## src/rtl/xillybus_arb_pkg.sv

```systemverilog
// rtl/xillybus_arb_pkg.sv - shared types, header layout and round-robin picker for the read arbiter
package xillybus_arb_pkg;

    localparam logic [7:0] HDR_MAGIC     = 8'hA5;
    localparam int         HDR_MAGIC_LSB = 24;
    localparam int         HDR_GNT_LSB   = 16;
    localparam int         HDR_LEN_LSB   = 0;

    typedef enum logic [2:0] {
        ST_IDLE,
        ST_ARB,
        ST_HDR,
        ST_DATA,
        ST_DRAIN
    } arb_state_t;

    typedef struct packed {
        logic       hit;
        logic [2:0] idx;
    } rr_pick_t;

    // Rotate the request mask so ptr sits at bit 0, take the lowest set bit, then map back.
    function automatic rr_pick_t rr_pick(input logic [7:0] req, input logic [2:0] ptr, input int n);
        rr_pick_t   r;
        logic [7:0] rot;
        logic [2:0] src;
        r.hit = 1'b0;
        r.idx = 3'd0;
        rot   = '0;
        for (int k = 0; k < 8; k++) begin
            if (k < n) begin
                src    = 3'((int'(ptr) + k) % n);
                rot[k] = req[src];
            end
        end
        for (int k = 7; k >= 0; k--) begin
            if (k < n && rot[k]) begin
                r.hit = 1'b1;
                r.idx = 3'((int'(ptr) + k) % n);
            end
        end
        return r;
    endfunction

    function automatic logic [31:0] make_hdr(input logic [2:0] gnt, input logic [15:0] len);
        logic [31:0] h;
        h = '0;
        h[HDR_MAGIC_LSB +: 8] = HDR_MAGIC;
        h[HDR_GNT_LSB +: 3]   = gnt;
        h[HDR_LEN_LSB +: 16]  = len;
        return h;
    endfunction

endpackage

```

## src/rtl/xillybus_out_fifo2.sv

```systemverilog
// rtl/xillybus_out_fifo2.sv - two-entry standard-read output FIFO with synchronous clear
module xillybus_out_fifo2 (
    input  logic        clk,
    input  logic        rst_n,
    input  logic        clear,
    input  logic        push,
    input  logic [31:0] push_data,
    input  logic        pop,
    output logic [31:0] head,
    output logic        full,
    output logic        empty
);

    logic [31:0] mem0, mem1;
    logic        wr_ptr, rd_ptr;
    logic [1:0]  count;
    logic        push_ok, pop_ok;

    assign full    = (count == 2'd2);
    assign empty   = (count == 2'd0);
    assign pop_ok  = pop && !empty;
    // A full FIFO still accepts a word when the head leaves in the same cycle.
    assign push_ok = push && (!full || pop_ok);
    assign head    = rd_ptr ? mem1 : mem0;

    always_ff @(posedge clk or negedge rst_n) begin
        if (!rst_n) begin
            mem0   <= '0;
            mem1   <= '0;
            wr_ptr <= 1'b0;
            rd_ptr <= 1'b0;
            count  <= 2'd0;
        end else if (clear) begin
            wr_ptr <= 1'b0;
            rd_ptr <= 1'b0;
            count  <= 2'd0;
        end else begin
            if (push_ok) begin
                if (wr_ptr) mem1 <= push_data;
                else        mem0 <= push_data;
                wr_ptr <= ~wr_ptr;
            end
            if (pop_ok) rd_ptr <= ~rd_ptr;
            count <= count + {1'b0, push_ok} - {1'b0, pop_ok};
        end
    end

endmodule

```

## src/rtl/xillybus_rd_arbiter.sv

```systemverilog
// rtl/xillybus_rd_arbiter.sv - round-robin burst arbiter of N_SRC producers onto the xillybus 32-bit read stream
module xillybus_rd_arbiter
    import xillybus_arb_pkg::*;
#(
    parameter int N_SRC     = 4,
    parameter int MAX_BURST = 64,
    parameter int LVL_W     = 16
) (
    input  logic                   bus_clk,
    input  logic                   trn_reset_n,
    input  logic                   user_r_read_32_open,
    input  logic                   user_r_read_32_rden,
    output logic [31:0]            user_r_read_32_data,
    output logic                   user_r_read_32_empty,
    output logic                   user_r_read_32_eof,
    input  logic [N_SRC-1:0]       s_valid,
    input  logic [32*N_SRC-1:0]    s_data,
    input  logic [LVL_W*N_SRC-1:0] s_level,
    input  logic [N_SRC-1:0]       s_eof,
    output logic [N_SRC-1:0]       s_ready
);

    localparam int               CMP_W   = (LVL_W > 16) ? LVL_W : 16;
    localparam logic [CMP_W-1:0] MAX_LEN = CMP_W'(MAX_BURST);

    arb_state_t         state;
    logic [2:0]         ptr, gnt;
    logic [15:0]        len;
    logic [8*LVL_W-1:0] lvl_all;
    logic [255:0]       data_all;
    logic [7:0]         valid_all, req, ready_all;
    rr_pick_t           pick;
    logic [LVL_W-1:0]   sel_lvl;
    logic [CMP_W-1:0]   lvl_ext;
    logic [15:0]        burst_len;
    logic               cur_valid;
    logic [31:0]        cur_data;
    logic               hdr_push, data_push, push, pop, eof_cond;
    logic [31:0]        push_data, head;
    logic               fifo_full, fifo_empty;
    logic               open;

    assign open = user_r_read_32_open;

    // Widen every per-source bus to 8 lanes so the 3-bit grant can index without range games.
    always_comb begin
        lvl_all                      = '0;
        lvl_all[N_SRC*LVL_W-1:0]     = s_level;
        data_all                     = '0;
        data_all[N_SRC*32-1:0]       = s_data;
        valid_all                    = '0;
        valid_all[N_SRC-1:0]         = s_valid;
        for (int i = 0; i < 8; i++) begin
            req[i] = |lvl_all[i*LVL_W +: LVL_W];
        end
    end

    assign pick      = rr_pick(req, ptr, N_SRC);
    assign sel_lvl   = lvl_all[pick.idx*LVL_W +: LVL_W];
    assign lvl_ext   = CMP_W'(sel_lvl);
    assign burst_len = (lvl_ext > MAX_LEN) ? MAX_LEN[15:0] : lvl_ext[15:0];

    assign cur_valid = valid_all[gnt];
    assign cur_data  = data_all[{gnt, 5'd0} +: 32];

    assign hdr_push  = (state == ST_HDR) && !fifo_full;
    assign data_push = (state == ST_DATA) && !fifo_full && cur_valid;
    assign push      = open && (hdr_push || data_push);
    assign push_data = (state == ST_HDR) ? make_hdr(gnt, len) : cur_data;
    assign pop       = open && user_r_read_32_rden;

    // The pop strobe follows open combinationally so a closing host stops the source at once.
    assign ready_all = (open && data_push) ? (8'd1 << gnt) : 8'd0;
    assign s_ready   = ready_all[N_SRC-1:0];

    assign eof_cond  = (&s_eof) && !(|req) && (state == ST_ARB) && fifo_empty;

    assign user_r_read_32_empty = fifo_empty;

    xillybus_out_fifo2 u_fifo (
        .clk       (bus_clk),
        .rst_n     (trn_reset_n),
        .clear     (!open),
        .push      (push),
        .push_data (push_data),
        .pop       (pop),
        .head      (head),
        .full      (fifo_full),
        .empty     (fifo_empty)
    );

    always_ff @(posedge bus_clk or negedge trn_reset_n) begin
        if (!trn_reset_n) begin
            state               <= ST_IDLE;
            ptr                 <= 3'd0;
            gnt                 <= 3'd0;
            len                 <= 16'd0;
            user_r_read_32_data <= 32'd0;
            user_r_read_32_eof  <= 1'b0;
        end else begin
            if (pop && !fifo_empty) user_r_read_32_data <= head;

            if (!open)         user_r_read_32_eof <= 1'b0;
            else if (eof_cond) user_r_read_32_eof <= 1'b1;

            if (state == ST_DRAIN) begin
                state <= ST_IDLE;
            end else if (!open && state != ST_IDLE) begin
                state <= ST_DRAIN;
            end else begin
                case (state)
                    ST_IDLE: if (open) state <= ST_ARB;
                    ST_ARB: begin
                        if (pick.hit) begin
                            gnt   <= pick.idx;
                            len   <= burst_len;
                            ptr   <= (int'(pick.idx) == N_SRC - 1) ? 3'd0 : pick.idx + 3'd1;
                            state <= ST_HDR;
                        end
                    end
                    ST_HDR: if (!fifo_full) state <= ST_DATA;
                    ST_DATA: begin
                        if (data_push) begin
                            len <= len - 16'd1;
                            if (len == 16'd1) state <= ST_ARB;
                        end
                    end
                    default: state <= ST_IDLE;
                endcase
            end
        end
    end

endmodule
```

## config.mk

```make
export PLATFORM = sky130hd
export DESIGN_NAME = xillybus_rd_arbiter
export DESIGN_NICKNAME = d
export VERILOG_FILES = /design/src/rtl/xillybus_arb_pkg.sv /design/src/rtl/xillybus_out_fifo2.sv /design/src/rtl/xillybus_rd_arbiter.sv
export SDC_FILE = /design/constraint.sdc
export NUM_CORES = 1
export LEC_CHECK = 0
export ABC_AREA = 1
export CAP_MARGIN = 20
export CORE_MARGIN = 4
export CORE_UTILIZATION = 46
export DETAILED_ROUTE_END_ITERATION = 16
export DONT_BUFFER_PORTS = 1
export SYNTH_ARGS = -nofsm -noshare
export SYNTH_HDL_FRONTEND = slang
export SYNTH_SLANG_ARGS = --single-unit
```

## constraint.sdc

```tcl
create_clock -name bus_clk -period 5.6 [get_ports bus_clk]
set_input_delay 0.28 -clock bus_clk [delete_from_list [all_inputs] [get_ports bus_clk]]
set_output_delay 0.28 -clock bus_clk [all_outputs]
set_load 0.01 [all_outputs]
```

Yosys cells after proc, flatten, opt, wreduce, memory -nomap -nowiden

Index checks and enable logic that the tools add are counted.
Widths: inputs -> output; s select.

Logic and storage cells: 124
Input bits: 204
Register bits: 125
Output and inout port bits: 38
Memories kept: 0
RAM bits: 0
Bits in read-only memories: 0
Latch bits: 0

Equal/unequal tests: 17
Div/mod/pow operators: 0
Mux-type cells: 37
Reduce and logical (&&, ||, !) cells: 36
$add $sub $neg: 7
Multiply operators: 0
$lt $le $gt $ge: 6
Shift operators: 3
Bitwise gates (word level): 7

Operators with widths:

| kind                  | number |
|---|---|
| $shiftx 256x9->32     | 1 |
| $shiftx 128x8->16     | 1 |
| $mux 32               | 2 |
| $reduce_or 16->1      | 4 |
| $reduce_or 64->1      | 1 |
| $mux 16               | 3 |
| $pmux 16 s2           | 1 |
| $mux 3                | 7 |
| $mux 4                | 5 |
| $eq 16x1->1 const B   | 1 |
| $gt 16x7->1 const B   | 1 |
| $lt 3x4->1 const B    | 4 |
| $sub 16x1->16 const B | 1 |
| $bmux 1 s3            | 4 |
| $logic_and 1x1->1     | 12 |
| $ne 4x2->1 const B    | 3 |
| $pmux 3 s4            | 1 |
| $mux 1                | 11 |
| $reduce_and 5->1      | 2 |
| $reduce_and 4->1      | 2 |
| $eq 3x2->1 const B    | 2 |
| $eq 3x3->1 const B    | 2 |
| $ne 2x1->1 const B    | 3 |
| $reduce_and 3->1      | 2 |
| 22 further kinds      | 37 |

Depth between registers and ports, before layout

Gate-level depths: netlist of run 1.

Word-level depth: 14
Gate-level depth with buffers: 21

Modules after synthesis

Synthesis of run 1 repeated with hierarchy kept, for this count alone.

Cells, all modules: 1168
Area, all modules: 8205.4 um2

Modules (own cells, without submodules):

| module              | area an instance (um2) | cells each | times used |
|---|---|---|---|
| xillybus_rd_arbiter | 4884.7                 | 742        | 1 |
| xillybus_out_fifo2  | 3320.7                 | 426        | 1 |

Least setup slack after synthesis of run 1

No wires, ideal clock.

Path type: reg-to-reg
From: register state[2]
To: register u_fifo.mem0[22]
Data required time: 5475 ps
Clock period less this slack: 2211 ps
Cell stages (with the launch flop): 10
Slack: 3389 ps
Arrival time: 2087 ps
Path through: dfrtp_1 buf_2 nor3_4 nand2_1 a31o_1 nor2_1 a21oi_1 nor2_1 buf_2 mux2_2

Word-level cells in the longest chain between the ends: 7

RTL lines:

| what                              | line                       | source |
|---|---|---|
| from (decl)                       | xillybus_rd_arbiter.sv:26  | `arb_state_t state;` |
| from (signal assigned)            | xillybus_rd_arbiter.sv:94  | `state <= ST_IDLE;` |
| from (signal assigned)            | xillybus_rd_arbiter.sv:107 | `state <= ST_IDLE;` |
| from (signal assigned)            | xillybus_rd_arbiter.sv:109 | `state <= ST_DRAIN;` |
| $eq 3x2->1                        | xillybus_rd_arbiter.sv:67  | `assign data_push = (state == ST_DATA) && !fifo_full && cur_valid;` |
| $logic_and 1x1->1 (2 in series)   | xillybus_rd_arbiter.sv:67  |  |
| $logic_or 1x1->1                  | xillybus_rd_arbiter.sv:68  | `assign push = open && (hdr_push \|\| data_push);` |
| $logic_and 1x1->1                 | xillybus_rd_arbiter.sv:68  |  |
| $logic_and 1x1->1                 | xillybus_out_fifo2.sv:23   | `assign push_ok = push && (!full \|\| pop_ok);` |
| $reduce_and 3->1 (no source line) | --                         |  |
| to (signal assigned)              | xillybus_out_fifo2.sv:40   | `else mem0 <= push_data;` |
| to (decl)                         | xillybus_out_fifo2.sv:14   | `logic [31:0] mem0, mem1;` |

Parallel ways exist; a longest one is shown, timed or not.
A chain may end at the register's enable or synchronous reset.

Final worst setup path of run 1

From: register state[2]
To: register u_fifo.mem1[5]

Word-level cells in the longest chain between the ends: 7

RTL lines:

| what                              | line                      | source |
|---|---|---|
| $eq 3x2->1                        | xillybus_rd_arbiter.sv:67 |  |
| $logic_and 1x1->1 (2 in series)   | xillybus_rd_arbiter.sv:67 |  |
| $logic_or 1x1->1                  | xillybus_rd_arbiter.sv:68 |  |
| $logic_and 1x1->1                 | xillybus_rd_arbiter.sv:68 |  |
| $logic_and 1x1->1                 | xillybus_out_fifo2.sv:23  |  |
| $reduce_and 3->1 (no source line) | --                        |  |
| to (signal assigned)              | xillybus_out_fifo2.sv:39  | `if (wr_ptr) mem1 <= push_data;` |
| to (decl)                         | xillybus_out_fifo2.sv:14  |  |

Parallel ways exist; a longest one is shown, timed or not.

==> report_table.html, run 1 <==
<table>
<tr><th>Metric</th><th>Value</th></tr>
<tr><th colspan="2">Pwr</th></tr>
<tr><td>Total Power Consumption</td><td>roughly 5 mW</td></tr>
<tr><td>Internal power</td><td>2.88 mW</td></tr>
<tr><td>Leakage power total</td><td>3.93 nW</td></tr>
<tr><td>Sequential group share of total power</td><td>approximately a third</td></tr>
<tr><td>Clock Power Share</td><td>roughly 26%</td></tr>
<tr><td>Switching Share</td><td>42.1%</td></tr>
<tr><td>Worst voltage drop across the vdd grid</td><td>263 uV</td></tr>
<tr><td>Combinational fraction of design power</td><td>between 40% and 50%</td></tr>
<tr><td>Sw power</td><td>2.09 mW</td></tr>
<tr><td>Cell area power density</td><td>between 500 and 600 mW/mm^2</td></tr>
<tr><th colspan="2">Synthesis</th></tr>
<tr><td>Yosys warning count</td><td>0</td></tr>
<tr><td>Mapped Avg Cell Area</td><td>approximately 7.7 um^2</td></tr>
<tr><td>Number of instances in the synthesized netlist</td><td>998</td></tr>
<tr><td>Number of flip-flops and latches in the synthesized netlist</td><td>124</td></tr>
<tr><td>Post-synthesis instance area</td><td>0.00764 mm^2</td></tr>
<tr><td>Post-synthesis cell type with the largest combined area</td><td>dfrtp_1</td></tr>
<tr><td>Post-synthesis sequential area ratio</td><td>about two fifths</td></tr>
<tr><td>Leading register cell type out of synthesis</td><td>dfrtp_1</td></tr>
<tr><td>Net count of the mapped netlist</td><td>~1.2k</td></tr>
<tr><td>Synth top area cells</td><td>dfrtp_1, nand2_1, mux2_2</td></tr>
<tr><td>Number of synthesized flops with an enable pin</td><td>0</td></tr>
<tr><td>Share of flip-flops with an asynchronous set or reset after synthesis</td><td>100%</td></tr>
<tr><td>Yosys top cell area share</td><td>around two fifths</td></tr>
<tr><td>Library cells used by synthesis</td><td>between 40 and 50</td></tr>
<tr><th colspan="2">Route</th></tr>
<tr><td>Avg Vias per Cell</td><td>5.61</td></tr>
<tr><td>Total wire length</td><td>21.6 mm</td></tr>
<tr><td>Number of nets with antenna violations after routing</td><td>0</td></tr>
<tr><td>Routed wirelength normalized by instance count</td><td>between 15 and 20 um</td></tr>
<tr><td>Routed via count</td><td>between 6k and 7k</td></tr>
<tr><td>Length of the first detailed-routing pass in iterations</td><td>5</td></tr>
<tr><td>1st-iter DRT viols</td><td>398</td></tr>
<tr><td>DRC Markers</td><td>0</td></tr>
<tr><th colspan="2">Layout</th></tr>
<tr><td>Final net count</td><td>roughly 1.2k</td></tr>
<tr><td>Share of cells above drive strength 1</td><td>about an eighth</td></tr>
<tr><td>Diodes inserted</td><td>0</td></tr>
<tr><td>Share of the core filled with cells in the final layout</td><td>a little over half</td></tr>
<tr><td>Layout overhead on the synthesized area</td><td>11.5%</td></tr>
<tr><th colspan="2">Floorplan</th></tr>
<tr><td>Die boundary height</td><td>between 100 and 150 um</td></tr>
<tr><td>Effective utilization at floorplan</td><td>between 40 and 50%</td></tr>
<tr><td>Core Footprint</td><td>between 0.015 and 0.02 mm^2</td></tr>
<tr><td>Die X-Extent</td><td>about 140 um</td></tr>
<tr><td>Top-level I/O count</td><td>242</td></tr>
<tr><td>Core Rows</td><td>between 40 and 50</td></tr>
<tr><td>DIE AREA</td><td>0.0187 mm^2</td></tr>
<tr><th colspan="2">Flow run</th></tr>
<tr><td>Max capacitance violation total</td><td>0</td></tr>
<tr><th colspan="2">Setup path</th></tr>
<tr><td>Kind of cell adding the most delay to the critical path</td><td>simple AND/OR/NAND/NOR gates</td></tr>
<tr><td>Worst setup EP type</td><td>flip-flop</td></tr>
<tr><td>CP required</td><td>between 5 and 6 ns</td></tr>
<tr><td>Arrival time of data at the critical path endpoint</td><td>3.54 ns</td></tr>
<tr><td>Delay of the slowest cell on the worst path</td><td>0.86 ns</td></tr>
<tr><td>Slowest CP cell</td><td>nor2_4</td></tr>
<tr><td>Startpoint type of the worst setup path</td><td>flip-flop</td></tr>
<tr><td>Number of buffers and inverters on the critical path</td><td>0</td></tr>
<tr><td>Critical Path, Cell by Cell</td><td>nor3_4 -&gt; nand2_1 -&gt; a31o_1 -&gt; nor2_1 -&gt; a21oi_1 -&gt; nor2_4 -&gt; mux2_2</td></tr>
<tr><td>Peak fanout along the critical path</td><td>32</td></tr>
<tr><td>Class of the most critical setup path</td><td>reg2reg</td></tr>
<tr><th colspan="2">Hold path</th></tr>
<tr><td>Class of the most critical hold timing path</td><td>in2reg</td></tr>
<tr><th colspan="2">Status</th></tr>
<tr><td>Outcome</td><td>finished, final reports clean</td></tr>
<tr><th colspan="2">Timing</th></tr>
<tr><td>Actual transition at the worst max-transition pin</td><td>~1.1 ns</td></tr>
<tr><td>Final hold violation count</td><td>0</td></tr>
<tr><td>Worst Hold Margin</td><td>0.0203 ns</td></tr>
<tr><td>Total Negative Setup Slacks</td><td>0 ns</td></tr>
<tr><td>Unrepaired setup endpoints after global routing</td><td>no</td></tr>
<tr><td>Final setup violation count</td><td>0</td></tr>
<tr><td>Maximum clock frequency</td><td>approximately 310 MHz</td></tr>
<tr><td>Share of the cycle needed by the critical path after routing</td><td>between 50 and 60%</td></tr>
<tr><td>Time the final worst path needs with I/O delays and setup</td><td>3.25 ns</td></tr>
<tr><td>Final Max Tran Viols</td><td>0</td></tr>
<tr><td>Max_slew headroom</td><td>28.8%</td></tr>
<tr><td>Maximum clock skew at final layout</td><td>around 0.006 ns</td></tr>
<tr><th colspan="2">Global routing</th></tr>
<tr><td>Number of antenna violations at the first check in global routing</td><td>0</td></tr>
<tr><td>Gr ovfl total</td><td>0</td></tr>
<tr><td>Wire length of the first global-routing pass</td><td>33.7 mm</td></tr>
<tr><td>Via count of the first global-routing pass</td><td>between 6k and 7k</td></tr>
<tr><td>Largest net degree at the start of global routing</td><td>around 130</td></tr>
<tr><td>GRT Util Overall</td><td>roughly 23%</td></tr>
<tr><th colspan="2">Placement</th></tr>
<tr><td>DP HPWL</td><td>between 15 and 20 mm</td></tr>
<tr><td>Global placement routability congestion</td><td>roughly 0.86</td></tr>
<tr><td>I/O Buffers</td><td>0</td></tr>
<tr><th colspan="2">Clocking</th></tr>
<tr><td># resized after CTS</td><td>0</td></tr>
<tr><td>H-tree depth reported by CTS</td><td>4</td></tr>
<tr><td>Post-CTS Setup Inserts</td><td>0</td></tr>
<tr><td>Clk buf depth</td><td>2</td></tr>
<tr><td>Number of CTS-inserted buffers</td><td>17</td></tr>
<tr><td>Library cell used as clock root buffer</td><td>clkbuf_16</td></tr>
<tr><td>Clock transition at the register clock pins on the worst setup and hold paths after CTS</td><td>around 0.050 ns</td></tr>
<tr><td>Clock tree from TritonCTS</td><td>done</td></tr>
<tr><td>Sink count of the clock tree</td><td>124</td></tr>
<tr><td>Clock latency of the later-clocked register in the worst-skew pair</td><td>between 0.4 and 0.5 ns</td></tr>
</table>
-- synthesized netlist by cell type (4+ instances only) --
| library cell | count |
|---|---|
| nor2_1 | 123 |
| dfrtp_1 | 124 |
| a21oi_1 | 44 |
| mux2_1 | 15 |
| inv_1 | 83 |
| nand2_4 | 4 |
| o21ai_1 | 4 |
| nor2_2 | 4 |
| a31oi_1 | 40 |
| nand4_1 | 22 |
| buf_1 | 5 |
| buf_2 | 10 |
| o21ai_0 | 36 |
| a22oi_1 | 32 |
| mux2_2 | 49 |
| ha_1 | 4 |
| inv_2 | 7 |
| nor3_1 | 10 |
| clkbuf_1 | 29 |
| nand2_1 | 245 |
| nand3_1 | 75 |
-- power groups by stage --
stage	clock [mW]	sequential (mW)	combinational, mW
6_report	1.27	1.56	2.14
5_1_grt	1.33	1.61	2.45
4_1_cts	1.29	1.57	2.15
3_5_place_dp	0	1.58	2.12
3_3_place_gp	0	1.58	2.09
2_1_floorplan	0	1.47	1.72
-- routing by layer --
layer | wire [um] | track usage, % | share of wire [%] | vias up
met5 | 0 | 0 | 0 | -
met4 | 267 | 5.99 | 1.2 | 0
met3 | 1490 | 6.14 | 6.9 | 20
met2 | 10400 | 38.0 | 48 | 236
met1 | 9490 | 30.7 | 44 | 3203
li1 | - | - | - | 3314
-- cells by family (layout without fill, tap and decap cells) --
logic type	after synthesis	in the layout	synth area share, %
AOI/OAI and AO/OA	165	165	12.9
xor gates and xnor gates	5	5	0.672
adders and majority gates	4	4	0.655
buffers and inverters	141	135	7.49
DFF	124	124	40.6
muxes	64	64	9.43
and+or+nand+nor	495	495	28.2
-- flip-flops by register name (all words and copies together), names as in the netlist --
register	flops
gnt	2
len	16
ptr	2
state	3
u_fifo.count	2
u_fifo.mem0	32
u_fifo.mem1	32
u_fifo.rd_ptr	1
u_fifo.wr_ptr	1
user_r_read_32_data	32
user_r_read_32_eof	1
-- worst paths after layout --
path,startpoint,depth (start not counted),slack (ns),end
setup / recovery,state[2],7,2.35,u_fifo.mem1[5]
hold / removal,user_r_read_32_open,2,0.02,u_fifo.wr_ptr
setup reg to reg,state[2],7,2.35,u_fifo.mem1[5]
hold reg to reg,u_fifo.mem0[21],1,0.48,u_fifo.mem0[21]
max in group asynchronous,trn_reset_n,2,4.63,u_fifo.mem1[16]
min in group asynchronous,trn_reset_n,2,0.48,user_r_read_32_data[2]
-- stage by stage --
step           instance area, um^2  instances  setup WS (ns)
6_report                      8520       1208           2.35
3_5_place_dp                  7770       1172           2.36
3_3_place_gp                  7770       1172           2.48
4_1_cts                       8500       1207           2.32
5_1_grt                       8520       1208           1.93
2_1_floorplan                 7640        998           3.39
-- what timing repair did --
item                                    in CTS  in global routing
hold buffers                                 3                  0
endpoints found under the setup margin       0                  0
hold endpoints to repair                   127                  0
-- final cells by class --
type                    count  area, um^2
repair buffers             11         120
well taps                 216         270
clock inverters            11         213
multi-input cells         733        4000
inverters                  92         345
flip-flops and latches    124        3100
clock buffers              21         470
fillers                  1549        7540
-- layout by cell type, fill, tap and decap left out, types with 4 or more instances in the layout --
cell and n:
dfrtp_1 124, mux2_2 49, nor2_1 118, inv_1 83, nand3_1 75, o21ai_0 36
nand2_4 4, buf_4 7, nand4_1 22, inv_2 7, ha_1 4, o21ai_1 4
a21oi_1 44, bufinv_16 6, clkbuf_16 17, nand2_1 245, mux2_1 15, a22oi_1 32
nor2_2 6, nor2_4 4, nor3_1 9, a31oi_1 40
Note: power is estimated with default switching activity, not from simulation.
==> run 2: changes to the inputs <==
==> constraint.sdc (replaced) <==
create_clock -name bus_clk -period 3.08 [get_ports bus_clk]
set_input_delay 0.154 -clock bus_clk [delete_from_list [all_inputs] [get_ports bus_clk]]
set_output_delay 0.154 -clock bus_clk [all_outputs]
set_load 0.01 [all_outputs]
==> run 2 against run 1 <==
Net effect:
- sequential share of layout area is 0.065 points lower
- flip-flop and latch count is the same
- critical path depth unchanged
- hold slack about the same
- count of clock-buffer cells in the layout is 3 lower
- routed wire length increased by 0.69%
- highest routed layer unchanged
==> report_table.html, run 2 (same netlist as run 1, synthesis figures left out) <==
<table>
<tr><th>Metric</th><th>Value</th></tr>
<tr><th colspan="2">Timing</th></tr>
<tr><td>Final Max Tran Viols</td><td>0 (unchanged)</td></tr>
<tr><td>Time the final worst path needs with I/O delays and setup</td><td>2.67 ns (-0.578 ns)</td></tr>
<tr><td>Actual transition at the worst max-transition pin</td><td>1.05 ns (-0.0104 ns)</td></tr>
<tr><td>Final setup violation count</td><td>0 (unchanged)</td></tr>
<tr><td>Total Negative Setup Slacks</td><td>0 ns (unchanged)</td></tr>
<tr><td>Worst Hold Margin</td><td>0.0205 ns (+0.000285 ns)</td></tr>
<tr><td>Final hold violation count</td><td>0 (unchanged)</td></tr>
<tr><td>Maximum clock skew at final layout</td><td>0.00606 ns (+0.0000829 ns)</td></tr>
<tr><td>Maximum clock frequency</td><td>375 MHz (+22%)</td></tr>
<tr><td>Max_slew headroom</td><td>29.5% (+0.70 points)</td></tr>
<tr><td>Share of the cycle needed by the critical path after routing</td><td>86.6% (+29 points)</td></tr>
<tr><td>Unrepaired setup endpoints after global routing</td><td>no</td></tr>
<tr><th colspan="2">Floorplan</th></tr>
<tr><td>DIE AREA</td><td>0.0187 mm^2 (unchanged)</td></tr>
<tr><td>Core Footprint</td><td>0.0161 mm^2 (unchanged)</td></tr>
<tr><td>Core Rows</td><td>46 (unchanged)</td></tr>
<tr><td>Die X-Extent</td><td>137 um (unchanged)</td></tr>
<tr><td>Top-level I/O count</td><td>242 (unchanged)</td></tr>
<tr><td>Effective utilization at floorplan</td><td>47.6% (unchanged)</td></tr>
<tr><td>Die boundary height</td><td>137 um (unchanged)</td></tr>
<tr><th colspan="2">Setup path</th></tr>
<tr><td>CP required</td><td>3.37 ns (-2.53 ns)</td></tr>
<tr><td>Arrival time of data at the critical path endpoint</td><td>2.96 ns (-0.58 ns)</td></tr>
<tr><td>Class of the most critical setup path</td><td>reg2reg</td></tr>
<tr><td>Register-to-register setup slack</td><td>0.41 ns (-1.94 ns)</td></tr>
<tr><td>Capture instance of the worst register-to-register path</td><td>u_fifo.mem0[18]</td></tr>
<tr><td>Startpoint type of the worst setup path</td><td>flip-flop</td></tr>
<tr><td>Worst setup EP type</td><td>flip-flop</td></tr>
<tr><td>Reg-to-reg startpoint</td><td>state[2]</td></tr>
<tr><td>Peak fanout along the critical path</td><td>32 (unchanged)</td></tr>
<tr><td>Worst reg-to-reg path cell count</td><td>7 (unchanged)</td></tr>
<tr><th colspan="2">Hold path</th></tr>
<tr><td>Cell count of the worst hold path</td><td>3 (+1)</td></tr>
<tr><td>Class of the most critical hold timing path</td><td>in2reg</td></tr>
<tr><td>Launch instance of the worst min-delay path</td><td>s_data[122]</td></tr>
<tr><td>Hold Path Sink</td><td>u_fifo.mem0[26]</td></tr>
<tr><th colspan="2">Clocking</th></tr>
<tr><td>Post-CTS Setup Inserts</td><td>0 (unchanged)</td></tr>
<tr><td>Clock tree from TritonCTS</td><td>done</td></tr>
<tr><td>Number of CTS-inserted buffers</td><td>17 (unchanged)</td></tr>
<tr><td>Sink count of the clock tree</td><td>124 (unchanged)</td></tr>
<tr><td>Clock transition at the register clock pins on the worst setup and hold paths after CTS</td><td>0.06 ns (about the same)</td></tr>
<tr><td>Library cell used as clock root buffer</td><td>clkbuf_16</td></tr>
<tr><td>H-tree depth reported by CTS</td><td>4 (unchanged)</td></tr>
<tr><td>Clock latency of the later-clocked register in the worst-skew pair</td><td>0.41 ns (about the same)</td></tr>
<tr><td>Clk buf depth</td><td>2 (unchanged)</td></tr>
<tr><th colspan="2">Route</th></tr>
<tr><td>Avg Vias per Cell</td><td>5.54 (-1.1%)</td></tr>
<tr><td>DRC Markers</td><td>0 (unchanged)</td></tr>
<tr><td>Routed wirelength normalized by instance count</td><td>17.9 um (about the same)</td></tr>
<tr><td>Number of nets with antenna violations after routing</td><td>0 (unchanged)</td></tr>
<tr><td>Length of the first detailed-routing pass in iterations</td><td>6 (+1)</td></tr>
<tr><td>Total wire length</td><td>21.8 mm (+0.69%)</td></tr>
<tr><td>Routed via count</td><td>6741 (-0.47%)</td></tr>
<tr><td>1st-iter DRT viols</td><td>455 (+14%)</td></tr>
<tr><th colspan="2">Pwr</th></tr>
<tr><td>Leakage power total</td><td>3.92 nW (-0.22%)</td></tr>
<tr><td>Total Power Consumption</td><td>8.93 mW (+80%)</td></tr>
<tr><td>Worst voltage drop across the vdd grid</td><td>487 uV (+85%)</td></tr>
<tr><td>Cell area power density</td><td>1050 mW/mm^2 (+79%)</td></tr>
<tr><th colspan="2">Layout</th></tr>
<tr><td>Layout overhead on the synthesized area</td><td>11.8%</td></tr>
<tr><td>Share of cells above drive strength 1</td><td>12.9% (+0.60 points)</td></tr>
<tr><td>Largest registers in the final layout</td><td>u_fifo.mem0: 32 flops, u_fifo.mem1: 32 flops, user_r_read_32_data: 32 flops</td></tr>
<tr><td>Most common library cell in the layout ignoring fill and taps</td><td>nand2_1</td></tr>
<tr><td>Most frequent cells in the layout</td><td>nand2_1, dfrtp_1, nor2_1, inv_1, nand3_1</td></tr>
<tr><td>Final net count</td><td>1195 (+0.67%)</td></tr>
<tr><td>Diodes inserted</td><td>0 (unchanged)</td></tr>
<tr><th colspan="2">Status</th></tr>
<tr><td>Outcome</td><td>finished, final reports clean</td></tr>
<tr><th colspan="2">Global routing</th></tr>
<tr><td>Wire length of the first global-routing pass</td><td>32.9 mm (-2.5%)</td></tr>
<tr><td>GRT Util Overall</td><td>22.9% (-0.32 points)</td></tr>
<tr><td>Largest net degree at the start of global routing</td><td>125 (unchanged)</td></tr>
<tr><td>Via count of the first global-routing pass</td><td>6208 (-3.6%)</td></tr>
<tr><td>Number of antenna violations at the first check in global routing</td><td>0 (unchanged)</td></tr>
<tr><td>Gr ovfl total</td><td>0 (unchanged)</td></tr>
<tr><th colspan="2">Placement</th></tr>
<tr><td>Global placement routability congestion</td><td>0.873 (+1.9%)</td></tr>
<tr><td>DP HPWL</td><td>15.8 mm (+1.8%)</td></tr>
<tr><td>I/O Buffers</td><td>0 (unchanged)</td></tr>
<tr><th colspan="2">Flow run</th></tr>
<tr><td>Max capacitance violation total</td><td>0 (unchanged)</td></tr>
</table>
[run 2: routing by layer]
layer	wire length, um	vias to the layer above	GRT usage [%]
met5	0	-	0
met4	163	0	4.99
met1	9640	3159	31.2
li1	-	3324	-
met2	10400	242	36.9
met3	1590	16	5.88
[run 2: worst max path at each step]
stage / start / end / slack [ns] / depth (start not counted)
global placement: ptr[0] / len[0] / 0.31 / 16
CTS: ptr[0] / len[0] / 0.28 / 16
global route: ptr[0] / len[0] / 0.18 / 17
finish: state[2] / u_fifo.mem0[18] / 0.41 / 7
floorplan: state[2] / u_fifo.mem0[22] / 0.87 / 9
detailed placement: ptr[0] / len[0] / 0.31 / 16
[run 2: cell type report]
| class | instances | area, um^2 |
|---|---|---|
| Fill cell | 1542 | 7520 |
| Multi-Input combinational cell | 733 | 4000 |
| Sequential cell | 124 | 3100 |
| Clock buffer | 18 | 429 |
| Inverter | 92 | 345 |
| Timing Repair Buffer | 19 | 173 |
| Clock inverter | 14 | 219 |
| Tap cell | 216 | 270 |
[run 2: worst max-delay path, cell delays in order, from the launching register on]
cell and delay [ns]:
dfrtp_1 0.49, nor3_4 0.23, nand2_1 0.07, a31o_1 0.19, nor2_1 0.13, a21oi_1 0.15
nor2_4 0.85, mux2_2 0.43
[run 2: power by group]
group / internal (mW) / switching (mW) / total [mW] / leakage [nW]
Clock: 1.44 / 0.744 / 2.18 / 0.299
Combinational: 1.40 / 2.49 / 3.89 / 2.04
Sequential: 2.27 / 0.586 / 2.86 / 1.58
Total: 5.11 / 3.82 / 8.93 / 3.92
[run 2: timing repair]
action                                  CTS  global route
endpoints found under the setup margin    0             4
gates resized for setup                   0             1
hold buffers                              5             0
hold endpoints to repair                129             0
[run 2: through the flow]
step                      util (%)  area, um^2  setup WS (ns)  std cells
after floorplan                  -        7640          0.869        998
after global placement        48.7        7820          0.306       1179
after detailed placement      48.7        7820          0.307       1179
after CTS                     53.2        8540          0.284       1216
after global routing          53.2        8540          0.179       1216
final                         53.2        8540          0.412       1216
==> run 3: changes to the inputs <==
--- a/config.mk
+++ b/config.mk
@@ -11,6 +11,7 @@
 export CORE_UTILIZATION = 46
 export DETAILED_ROUTE_END_ITERATION = 16
 export DONT_BUFFER_PORTS = 1
+export PLACE_DENSITY = 0.61
 export SYNTH_ARGS = -nofsm -noshare
 export SYNTH_HDL_FRONTEND = slang
 export SYNTH_SLANG_ARGS = --single-unit
==> run 3 against run 2 <==
Net effect:
- count of clock-buffer cells in the layout is 2 higher
- critical path depth is 8 higher
- flip-flop and latch count stayed put
- worst setup slack worse by 0.060 ns
- die area stayed put
- global-route usage is 0.17 points higher
- register-to-register slack worse by 0.06 ns
- combinational power hardly changed
- routed wire length is 0.51% lower
==> report_table.html, run 3 (same netlist as run 1, synthesis figures left out) <==
<table>
<tr><th>Metric</th><th>Value</th></tr>
<tr><th colspan="2">Route</th></tr>
<tr><td>Met3 WL post-DR</td><td>1.50 mm (-5.5%)</td></tr>
<tr><td>Wire length on met1</td><td>9.57 mm (-0.75%)</td></tr>
<tr><td>Total wire length</td><td>21.6 mm (-0.51%)</td></tr>
<tr><td>Avg Vias per Cell</td><td>5.53 (-0.30%)</td></tr>
<tr><td>1st-iter DRT viols</td><td>455 (unchanged)</td></tr>
<tr><td>Length of the first detailed-routing pass in iterations</td><td>5 (-1)</td></tr>
<tr><td>Routed wirelength normalized by instance count</td><td>17.8 um (-0.51%)</td></tr>
<tr><td>DRC Markers</td><td>0 (unchanged)</td></tr>
<tr><td>Highest layer used for signal routing</td><td>met4</td></tr>
<tr><td>Routed wl met2</td><td>10.2 mm (-1.8%)</td></tr>
<tr><td>Number of nets with antenna violations after routing</td><td>0 (unchanged)</td></tr>
<tr><td>Routed via count</td><td>6721 (-0.30%)</td></tr>
<tr><th colspan="2">Setup path</th></tr>
<tr><td>Capture instance of the worst register-to-register path</td><td>len[0]</td></tr>
<tr><td>Reg-to-reg startpoint</td><td>ptr[0]</td></tr>
<tr><td>Register-to-register setup slack</td><td>0.35 ns (-0.06 ns)</td></tr>
<tr><td>Worst reg-to-reg path cell count</td><td>15 (+8)</td></tr>
<tr><td>CP required</td><td>3.42 ns (+0.05 ns)</td></tr>
<tr><td>Startpoint type of the worst setup path</td><td>flip-flop</td></tr>
<tr><td>Class of the most critical setup path</td><td>reg2reg</td></tr>
<tr><td>Arrival time of data at the critical path endpoint</td><td>3.07 ns (+0.11 ns)</td></tr>
<tr><td>Worst setup EP type</td><td>flip-flop</td></tr>
<tr><td>Peak fanout along the critical path</td><td>20 (-38%)</td></tr>
<tr><th colspan="2">Floorplan</th></tr>
<tr><td>Die boundary height</td><td>137 um (unchanged)</td></tr>
<tr><td>Core Footprint</td><td>0.0161 mm^2 (unchanged)</td></tr>
<tr><td>Top-level I/O count</td><td>242 (unchanged)</td></tr>
<tr><td>Core Rows</td><td>46 (unchanged)</td></tr>
<tr><td>DIE AREA</td><td>0.0187 mm^2 (unchanged)</td></tr>
<tr><td>Effective utilization at floorplan</td><td>47.6% (unchanged)</td></tr>
<tr><td>Die X-Extent</td><td>137 um (unchanged)</td></tr>
<tr><th colspan="2">Global routing</th></tr>
<tr><td>Number of antenna violations at the first check in global routing</td><td>0 (unchanged)</td></tr>
<tr><td>Gr ovfl total</td><td>0 (unchanged)</td></tr>
<tr><td>Via count of the first global-routing pass</td><td>6361 (+2.5%)</td></tr>
<tr><td>Wire length of the first global-routing pass</td><td>33.4 mm (+1.7%)</td></tr>
<tr><td>Largest net degree at the start of global routing</td><td>125 (unchanged)</td></tr>
<tr><td>GRT Util Overall</td><td>23.1% (+0.17 points)</td></tr>
<tr><th colspan="2">Placement</th></tr>
<tr><td>Cell total after placement</td><td>1179 (unchanged)</td></tr>
<tr><td>Global placement routability congestion</td><td>0.900 (+3.2%)</td></tr>
<tr><td>DP HPWL</td><td>15.7 mm (-0.41%)</td></tr>
<tr><td>I/O Buffers</td><td>0 (unchanged)</td></tr>
<tr><th colspan="2">Hold path</th></tr>
<tr><td>Launch instance of the worst min-delay path</td><td>s_data[24]</td></tr>
<tr><td>Cell count of the worst hold path</td><td>3 (unchanged)</td></tr>
<tr><td>Hold Path Sink</td><td>u_fifo.mem1[24]</td></tr>
<tr><td>Class of the most critical hold timing path</td><td>in2reg</td></tr>
<tr><th colspan="2">Layout</th></tr>
<tr><td>Diodes inserted</td><td>0 (unchanged)</td></tr>
<tr><td>Layout overhead on the synthesized area</td><td>10.8%</td></tr>
<tr><td>Most frequent cells in the layout</td><td>nand2_1, dfrtp_1, nor2_1, inv_1, nand3_1</td></tr>
<tr><td>Largest registers in the final layout</td><td>u_fifo.mem0: 32 flops, u_fifo.mem1: 32 flops, user_r_read_32_data: 32 flops</td></tr>
<tr><td>Count of non-filler cells in the finished layout</td><td>1216 (unchanged)</td></tr>
<tr><td>Final net count</td><td>1195 (unchanged)</td></tr>
<tr><td>Most common library cell in the layout ignoring fill and taps</td><td>nand2_1</td></tr>
<tr><td>Share of cells above drive strength 1</td><td>12.9% (unchanged)</td></tr>
<tr><th colspan="2">Clocking</th></tr>
<tr><td>Clk buf depth</td><td>2 (unchanged)</td></tr>
<tr><td>Clock transition at the register clock pins on the worst setup and hold paths after CTS</td><td>0.06 ns (about the same)</td></tr>
<tr><td>Post-CTS Setup Inserts</td><td>0 (unchanged)</td></tr>
<tr><td>Sink count of the clock tree</td><td>124 (unchanged)</td></tr>
<tr><td>Number of CTS-inserted buffers</td><td>17 (unchanged)</td></tr>
<tr><td>Clock latency of the later-clocked register in the worst-skew pair</td><td>0.42 ns (about the same)</td></tr>
<tr><td>H-tree depth reported by CTS</td><td>4 (unchanged)</td></tr>
<tr><td>Library cell used as clock root buffer</td><td>clkbuf_16</td></tr>
<tr><td>Clock tree from TritonCTS</td><td>done</td></tr>
<tr><th colspan="2">Timing</th></tr>
<tr><td>Actual transition at the worst max-transition pin</td><td>1.09 ns (+0.0325 ns)</td></tr>
<tr><td>Time the final worst path needs with I/O delays and setup</td><td>2.73 ns (+0.0602 ns)</td></tr>
<tr><td>Total Negative Setup Slacks</td><td>0 ns (unchanged)</td></tr>
<tr><td>Max_slew headroom</td><td>27.4% (-2.2 points)</td></tr>
<tr><td>Maximum clock frequency</td><td>367 MHz (-2.2%)</td></tr>
<tr><td>Unrepaired setup endpoints after global routing</td><td>no</td></tr>
<tr><td>Maximum clock skew at final layout</td><td>0.00958 ns (+0.00352 ns)</td></tr>
<tr><td>Share of the cycle needed by the critical path after routing</td><td>88.6% (+2.0 points)</td></tr>
<tr><td>Worst Hold Margin</td><td>0.0369 ns (+0.0164 ns)</td></tr>
<tr><td>Final hold violation count</td><td>0 (unchanged)</td></tr>
<tr><td>Final Max Tran Viols</td><td>0 (unchanged)</td></tr>
<tr><td>Final setup violation count</td><td>0 (unchanged)</td></tr>
<tr><th colspan="2">Status</th></tr>
<tr><td>Outcome</td><td>finished, final reports clean</td></tr>
<tr><th colspan="2">Pwr</th></tr>
<tr><td>Cell area power density</td><td>1030 mW/mm^2 (-1.9%)</td></tr>
<tr><td>Worst voltage drop across the vdd grid</td><td>464 uV (-4.8%)</td></tr>
<tr><td>Leakage power total</td><td>3.90 nW (-0.44%)</td></tr>
<tr><th colspan="2">Flow run</th></tr>
<tr><td>Max capacitance violation total</td><td>0 (unchanged)</td></tr>
</table>
-- run 3: worst max path at each step --
| stage | start | endpoint | slack, ns |
|---|---|---|---|
| after detailed placement | ptr[0] | len[0] | 0.26 |
| final | ptr[0] | len[0] | 0.35 |
| after CTS | ptr[0] | len[0] | 0.23 |
| after floorplan | state[2] | u_fifo.mem0[22] | 0.87 |
| after global placement | ptr[0] | len[0] | 0.31 |
| after global routing | ptr[0] | len[0] | 0.08 |
-- run 3: power by group --
part           internal (mW)  total (mW)  switching, mW
sequential              2.27        2.86          0.591
combinational           1.40        3.88           2.48
clock                   1.22        1.94          0.721
-- run 3: cell type report --
type,instances,area (um^2)
timing repair buffer,19,173
multi-input combinational,733,4000
clock inverter,12,121
sequential,124,3100
inverter,92,345
fill,1569,7590
tap,216,270
clock buffer,20,457
-- run 3: stage by stage --
stage	util [%]	setup WS [ns]	area (um^2)	total power, mW
after floorplan	-	0.869	7640	5.80
after global placement	48.7	0.309	7820	6.68
after detailed placement	48.7	0.258	7820	6.74
after CTS	52.7	0.227	8470	8.74
after global routing	52.7	0.0846	8470	9.40
final	52.7	0.351	8470	8.69
-- run 3: routing by layer --
layer	up-vias	GRT usage [%]
li1	3324	-
met1	3133	30.8
met2	229	37.1
met3	35	6.25
met4	0	6.43
met5	-	0
-- run 3: worst max-delay path: stages, from the launching register on --
cell     delay [ns]
dfrtp_2        0.51
inv_2          0.18
nand3_1        0.12
nand3_1        0.16
nand2_1        0.11
nand2_4        0.12
nand3_2        0.16
nand2_2        0.38
nand2_1        0.10
nand3_1        0.10
nand2_1        0.06
nor2_1         0.11
nand2_1        0.09
nor2_4         0.17
nand3_1        0.14
a21oi_1        0.15
-- run 3: what timing repair did --
item                       in CTS  in global routing
hold buffers                    5                  0
setup endpoints to repair       0                  4
gates resized for setup         0                  1
hold endpoints to repair      129                  0
